===== src/rtl/minterm_lut_sweeper_if.sv =====
// Handshake/config bundle for minterm_lut_sweeper: config write, eval lookup and sweep stream.
interface minterm_lut_sweeper_if #(
    parameter int unsigned N = 4
);
    localparam int unsigned W = 1 << N;

    logic         cfg_we;
    logic [W-1:0] cfg_mask;
    logic         cfg_err;
    logic [N-1:0] eval_in;
    logic         eval_f;
    logic         sweep_start;
    logic         sweep_busy;
    logic         sweep_valid;
    logic         sweep_ready;
    logic [N-1:0] sweep_idx;
    logic         sweep_f;
    logic         sweep_done;
    logic [N:0]   minterm_count;

    modport master (
        output cfg_we, cfg_mask, eval_in, sweep_start, sweep_ready,
        input  cfg_err, eval_f, sweep_busy, sweep_valid, sweep_idx, sweep_f, sweep_done,
               minterm_count
    );

    modport slave (
        input  cfg_we, cfg_mask, eval_in, sweep_start, sweep_ready,
        output cfg_err, eval_f, sweep_busy, sweep_valid, sweep_idx, sweep_f, sweep_done,
               minterm_count
    );
endinterface


===== src/rtl/minterm_lut_sweeper.sv =====
// Register-programmable N-input Boolean function held as a 2^N-bit minterm mask, with a
// one-cycle eval path and a sweep engine streaming (index, value) beats plus a popcount.
module minterm_lut_sweeper #(
    parameter int unsigned           N          = 4,
    parameter logic [(1 << N) - 1:0] MASK_RESET = 16'h88B7
) (
    input logic                      clk,
    input logic                      rst_n,
    minterm_lut_sweeper_if.slave     bus
);
    localparam int unsigned W = 1 << N;

    typedef enum logic [1:0] {StIdle, StRun, StDone} state_e;

    state_e       state_q, state_d;
    logic [W-1:0] mask_q, mask_d;
    logic [W-1:0] snap_q, snap_d;
    logic [N-1:0] idx_q, idx_d;
    logic [N:0]   acc_q, acc_d;
    logic [N:0]   count_q, count_d;
    logic         eval_f_q;
    logic         cfg_err_q;

    always_comb begin
        state_d = state_q;
        mask_d  = mask_q;
        snap_d  = snap_q;
        idx_d   = idx_q;
        acc_d   = acc_q;
        count_d = count_q;

        if (bus.cfg_we && state_q == StIdle) begin
            mask_d = bus.cfg_mask;
        end

        unique case (state_q)
            StIdle: begin
                // Snapshot takes the post-write mask so cfg_we + sweep_start sweeps the new one.
                if (bus.sweep_start) begin
                    snap_d  = mask_d;
                    idx_d   = '0;
                    acc_d   = '0;
                    state_d = StRun;
                end
            end
            StRun: begin
                if (bus.sweep_ready) begin
                    acc_d = acc_q + {{N{1'b0}}, snap_q[idx_q]};
                    if (idx_q == {N{1'b1}}) begin
                        state_d = StDone;
                    end else begin
                        idx_d = idx_q + 1'b1;
                    end
                end
            end
            StDone: begin
                count_d = acc_q;
                state_d = StIdle;
            end
            default: state_d = StIdle;
        endcase
    end

    always_ff @(posedge clk or negedge rst_n) begin
        if (!rst_n) begin
            state_q   <= StIdle;
            mask_q    <= MASK_RESET;
            snap_q    <= MASK_RESET;
            idx_q     <= '0;
            acc_q     <= '0;
            count_q   <= '0;
            eval_f_q  <= 1'b0;
            cfg_err_q <= 1'b0;
        end else begin
            state_q   <= state_d;
            mask_q    <= mask_d;
            snap_q    <= snap_d;
            idx_q     <= idx_d;
            acc_q     <= acc_d;
            count_q   <= count_d;
            eval_f_q  <= mask_q[bus.eval_in];
            cfg_err_q <= bus.cfg_we && (state_q != StIdle);
        end
    end

    assign bus.eval_f        = eval_f_q;
    assign bus.cfg_err       = cfg_err_q;
    assign bus.sweep_busy    = (state_q != StIdle);
    assign bus.sweep_valid   = (state_q == StRun);
    assign bus.sweep_idx     = idx_q;
    assign bus.sweep_f       = snap_q[idx_q];
    assign bus.sweep_done    = (state_q == StDone);
    assign bus.minterm_count = count_q;
endmodule


===== src/flat_wrapper.sv =====
// flat-port wrapper written by rule: the top's interface ports become plain ports
module minterm_lut_sweeper_flat 
#(
    parameter int unsigned           N          = 4,
    parameter logic [(1 << N) - 1:0] MASK_RESET = 16'h88B7
)
  (clk, rst_n, bus_cfg_we, bus_cfg_mask, bus_eval_in, bus_sweep_start, bus_sweep_ready, bus_cfg_err, bus_eval_f, bus_sweep_busy, bus_sweep_valid, bus_sweep_idx, bus_sweep_f, bus_sweep_done, bus_minterm_count);
  minterm_lut_sweeper_if #(.N(N)) bus_i ();
  input logic clk;
  input logic rst_n;
  input wire logic [$bits(bus_i.cfg_we)-1:0] bus_cfg_we;
  input wire logic [$bits(bus_i.cfg_mask)-1:0] bus_cfg_mask;
  input wire logic [$bits(bus_i.eval_in)-1:0] bus_eval_in;
  input wire logic [$bits(bus_i.sweep_start)-1:0] bus_sweep_start;
  input wire logic [$bits(bus_i.sweep_ready)-1:0] bus_sweep_ready;
  output wire logic [$bits(bus_i.cfg_err)-1:0] bus_cfg_err;
  output wire logic [$bits(bus_i.eval_f)-1:0] bus_eval_f;
  output wire logic [$bits(bus_i.sweep_busy)-1:0] bus_sweep_busy;
  output wire logic [$bits(bus_i.sweep_valid)-1:0] bus_sweep_valid;
  output wire logic [$bits(bus_i.sweep_idx)-1:0] bus_sweep_idx;
  output wire logic [$bits(bus_i.sweep_f)-1:0] bus_sweep_f;
  output wire logic [$bits(bus_i.sweep_done)-1:0] bus_sweep_done;
  output wire logic [$bits(bus_i.minterm_count)-1:0] bus_minterm_count;
  assign bus_i.cfg_we = bus_cfg_we;
  assign bus_i.cfg_mask = bus_cfg_mask;
  assign bus_i.eval_in = bus_eval_in;
  assign bus_i.sweep_start = bus_sweep_start;
  assign bus_i.sweep_ready = bus_sweep_ready;
  assign bus_cfg_err = bus_i.cfg_err;
  assign bus_eval_f = bus_i.eval_f;
  assign bus_sweep_busy = bus_i.sweep_busy;
  assign bus_sweep_valid = bus_i.sweep_valid;
  assign bus_sweep_idx = bus_i.sweep_idx;
  assign bus_sweep_f = bus_i.sweep_f;
  assign bus_sweep_done = bus_i.sweep_done;
  assign bus_minterm_count = bus_i.minterm_count;
  minterm_lut_sweeper #(.N(N), .MASK_RESET(MASK_RESET)) u_core (.clk(clk), .rst_n(rst_n), .bus(bus_i));
endmodule

===== config.mk =====
export PLATFORM = sky130hd
export DESIGN_NAME = minterm_lut_sweeper_flat
export DESIGN_NICKNAME = d
export VERILOG_FILES = /design/src/rtl/minterm_lut_sweeper_if.sv /design/src/rtl/minterm_lut_sweeper.sv /design/src/flat_wrapper.sv
export SDC_FILE = /design/constraint.sdc
export NUM_CORES = 1
export LEC_CHECK = 0
export CORE_UTILIZATION = 32
export CTS_CLUSTER_SIZE = 12
export DETAILED_ROUTE_END_ITERATION = 6
export GPL_ROUTABILITY_DRIVEN = 0
export GPL_TIMING_DRIVEN = 0
export PLACE_DENSITY = 0.59
export SLEW_MARGIN = 40
export SYNTH_ARGS = -nofsm -noshare
export SYNTH_HDL_FRONTEND = slang
export SYNTH_SLANG_ARGS = --single-unit

===== constraint.sdc =====
create_clock -name clk -period 5.6 [get_ports clk]
set_input_delay 1.4 -clock clk [delete_from_list [all_inputs] [get_ports clk]]
set_output_delay 1.4 -clock clk [all_outputs]
set_load 0.02 [all_outputs]

==> summary.md <==
| Metric | Value |
|---|---|
| Slew headroom | `0.738` |
| Largest net degree at the start of global routing | `35` |
| Detailed Route WL | `4700 um` |
| Seq cells post-synth | `50` |
| Simple-gate portion of the synthesized area | `0.0561` |
| DR pass1 iterations | `4` |
| Synth Area in XOR/XNOR | `0.00741` |
| Area growth syn-to-layout | `26.6%` |
| Syn Area/Cell | `15.2 um^2` |
| Root Buffer | `clkbuf_8` |
| Total negative setup slack | `0 ns` |
| Worst path arrival time | `2.45 ns` |
| Max Cap Viol | `0` |
| Most frequent cells in the layout | `38 x clkdlybuf4s50_1, 34 x dfrtp_1, 20 x mux2_4` |
| Main combinational cell family by area after synthesis | `multiplexers` |
| Worst path bufs/invs | `2` |
| Cells after synthesis | `156` |
| R2R Path End | `u_core.acc_q[4]` |
| First-pass GRT wire length | `7890 um` |
| Sequential-to-total area share from yosys stat | `0.538` |
| IO Pins | `40` |
| Die Y | `87.9 um` |
| Vias | `1394` |
| Initial core utilization | `0.339` |
| Cts repair resizes | `0` |
| Crit path depth | `5` |
| CTS tree | `yes` |
| Synth cell types | `38` |
| Number of global-route vias before repair | `1495` |
| Syn Std Cell Area | `2360 um^2` |
| CP Max Fanout | `10` |
| Critical-path cell list | `buf_2 -> mux4_2 -> a22oi_1 -> nand2_1 -> clkdlybuf4s50_1` |
| Clock sinks | `50` |
| PwrDens | `422 nW/um^2` |
| Worst-Skew Late Latency | `0.30 ns` |
| Cts bufs inserted | `5` |
| Setup crit start kind | `flip-flop` |
| End point of the critical path | `bus_sweep_f` |
| Fin. Hold Viols | `0` |
| Part of the cycle the worst path needs | `0.687` |
| Max Root-Sink Buffers | `2` |
| Die X | `87.9 um` |
| Type of the worst setup path | `flip-flop to output pin` |
| Worst r2r path cells | `10` |
| Hold Path Class | `flip-flop to flip-flop` |
| Crit end category | `output pin` |
| Post-route ant nets | `0` |
| Mux cell area share after synthesis | `0.305` |
| Peak supply drop | `0.000142 V` |
| Fmax | `260 MHz` |
| Worst path top cell family by delay | `buffers and inverters` |
| Flop2flop setup slack | `3.09 ns` |
| Leakage | `1.28 nW` |
| DRC viols | `0` |
| Fin area | `2990 um^2` |
| Post CTS Setup Buffer Count | `0` |
| Dpl hpwl | `3440 um` |
| Most common cell after layout, fill and taps aside | `clkdlybuf4s50_1` |
| RSZ-0062 raised after global routing | `false` |
| Final setup violation count | `0` |
| Clock skew | `0.00481 ns` |
| Area after DPL | `2890 um^2` |
| Slowest stage cell on the critical path | `mux4_2` |
| Adder-Cell Fraction of Synth Area | `0.0159` |
| Register area | `1270 um^2` |
| Footprint of the multi-input gates | `1020 um^2` |
| Layout Nets | `231` |
| Status | `completed` |
| Least-Margin Pin Slew | `0.387 ns` |
| Core area | `6980 um^2` |
| Depth of the CTS H-tree | `2` |
| Routed wire per std cell | `15.7 um` |
| Finished Layout Cells | `300` |
| Die area | `7730 um^2` |
| Congestion Overflow GR | `0` |
| Routed vias/inst | `4.65` |
| Total power | `1.26 mW` |
| WP data required | `4.20 ns` |
| Synth Warn # | `0` |
| Max incr delay on CP | `0.56 ns` |
| Clock slew at reported path FFs | `0.09 ns` |
| PortBufs | `39` |
| FILL cells | `669` |
| Antenna cells | `0` |
| Row Count | `30` |
| Tmin final | `3.85 ns` |
| Total GRT Usage | `0.135` |
| Fin. max-slew vios | `0` |
| Area fraction in compound gates after synthesis | `0.0487` |
| Critical Path Source | `u_core.bus.sweep_idx[0]` |
| # placed instances | `292` |
| Initial antenna violation count | `0` |
| Iteration-0 DRC Markers | `88` |
| Reg2reg start | `u_core.bus.sweep_idx[0]` |
| Min Hold Slack | `0.512 ns` |
| Ratio of cells with drive above 1 in the final layout | `0.402` |
| Post-Syn Nets | `184` |
| Hold Buf Count CTS | `0` |
## synth_stat cells, drive strengths merged
| library cell | n | area share |
|---|---|---|
| nand2 | 6 | 0.0095 |
| xnor2 | 1 | 0.0037 |
| o21ai | 2 | 0.0042 |
| a21boi | 1 | 0.0032 |
| or2b | 2 | 0.0069 |
| a22oi | 1 | 0.0032 |
| mux4 | 7 | 0.067 |
| a32o | 3 | 0.013 |
| o21bai | 1 | 0.0032 |
| and2 | 3 | 0.0095 |
| a21oi | 2 | 0.0042 |
| nor2 | 6 | 0.011 |
| o21a | 1 | 0.0032 |
| clkbuf | 1 | 0.0016 |
| xor2 | 1 | 0.0037 |
| nor3 | 1 | 0.0021 |
| nor4b | 1 | 0.0037 |
| or2 | 1 | 0.0026 |
| dfstp | 16 | 0.18 |
| mux2i | 6 | 0.025 |
| and3 | 1 | 0.0026 |
| and2b | 1 | 0.0037 |
| dfrtp | 34 | 0.36 |
| inv | 5 | 0.0079 |
| nand3 | 1 | 0.0021 |
| a221oi | 2 | 0.0074 |
| a31o | 2 | 0.0074 |
| ha | 3 | 0.016 |
| buf | 5 | 0.020 |
| nor2b | 1 | 0.0026 |
| mux2 | 38 | 0.21 |
## per-stage QoR
step | util | setup slack (ns)
final | 0.429 | 1.75
after detailed placement | 0.414 | 2.08
after CTS | 0.429 | 1.74
after global placement | 0.412 | 1.58
after global routing | 0.429 | 1.60
after floorplan | - | 2.62
## worst min path at each step
stage | startpoint | end | cells after the start
5_1_grt | u_core.snap_q[12] | u_core.snap_q[12] | 1
6_report | u_core.snap_q[9] | u_core.snap_q[9] | 1
3_3_place_gp | u_core.snap_q[9] | u_core.snap_q[9] | 1
3_5_place_dp | u_core.snap_q[8] | u_core.snap_q[8] | 1
2_1_floorplan | u_core.snap_q[10] | u_core.snap_q[10] | 1
4_1_cts | u_core.snap_q[9] | u_core.snap_q[9] | 1
## sequential cells by signal, summed over array words and instances (netlist names)
signal	cells
u_core.snap_q	16
u_core.bus.minterm_count	5
u_core.bus.eval_f	1
u_core.acc_q	5
u_core.state_q	2
u_core.bus.cfg_err	1
u_core.mask_q	16
u_core.bus.sweep_idx	4
## cell families after synthesis
family          after synthesis
buf+inv                      11
mux                          51
xor+xnor                      2
compound gates               15
fa+ha+maj                     3
simple gates                 24
flops                        50
## power by group
part	leakage [nW]	switching, mW	internal (mW)
Combinational	0.638	0.185	0.267
Sequential	0.595	0.0776	0.502
Clock	0.0506	0.117	0.116
## worst reg2reg max path, delay by kind of cell, from the launching register on
family	cells	cell delay [ns]
muxes	1	0.12
adders and majority gates	2	0.37
buffers and inverters	1	0.30
and+or+nand+nor	3	0.54
DFF	1	0.40
AOI/OAI and AO/OA	2	0.49
xor gates and xnor gates	1	0.17
## metal layers
layer	wire, um	vias up	GRT usage
li1	-	660	-
met1	2390	708	0.193
met2	2110	21	0.209
met3	145	5	0.0292
met4	50	0	0.0358
met5	0	-	0
## area by class of cell
cell class | instances | area share
Inverter | 5 | 0.00627
Timing Repair Buffer | 40 | 0.136
Multi-Input combinational cell | 95 | 0.342
Clock buffer | 8 | 0.0339
Sequential cell | 50 | 0.425
Buffer | 6 | 0.0167
Tap cell | 96 | 0.0401
(Power assumes the default switching activity.)
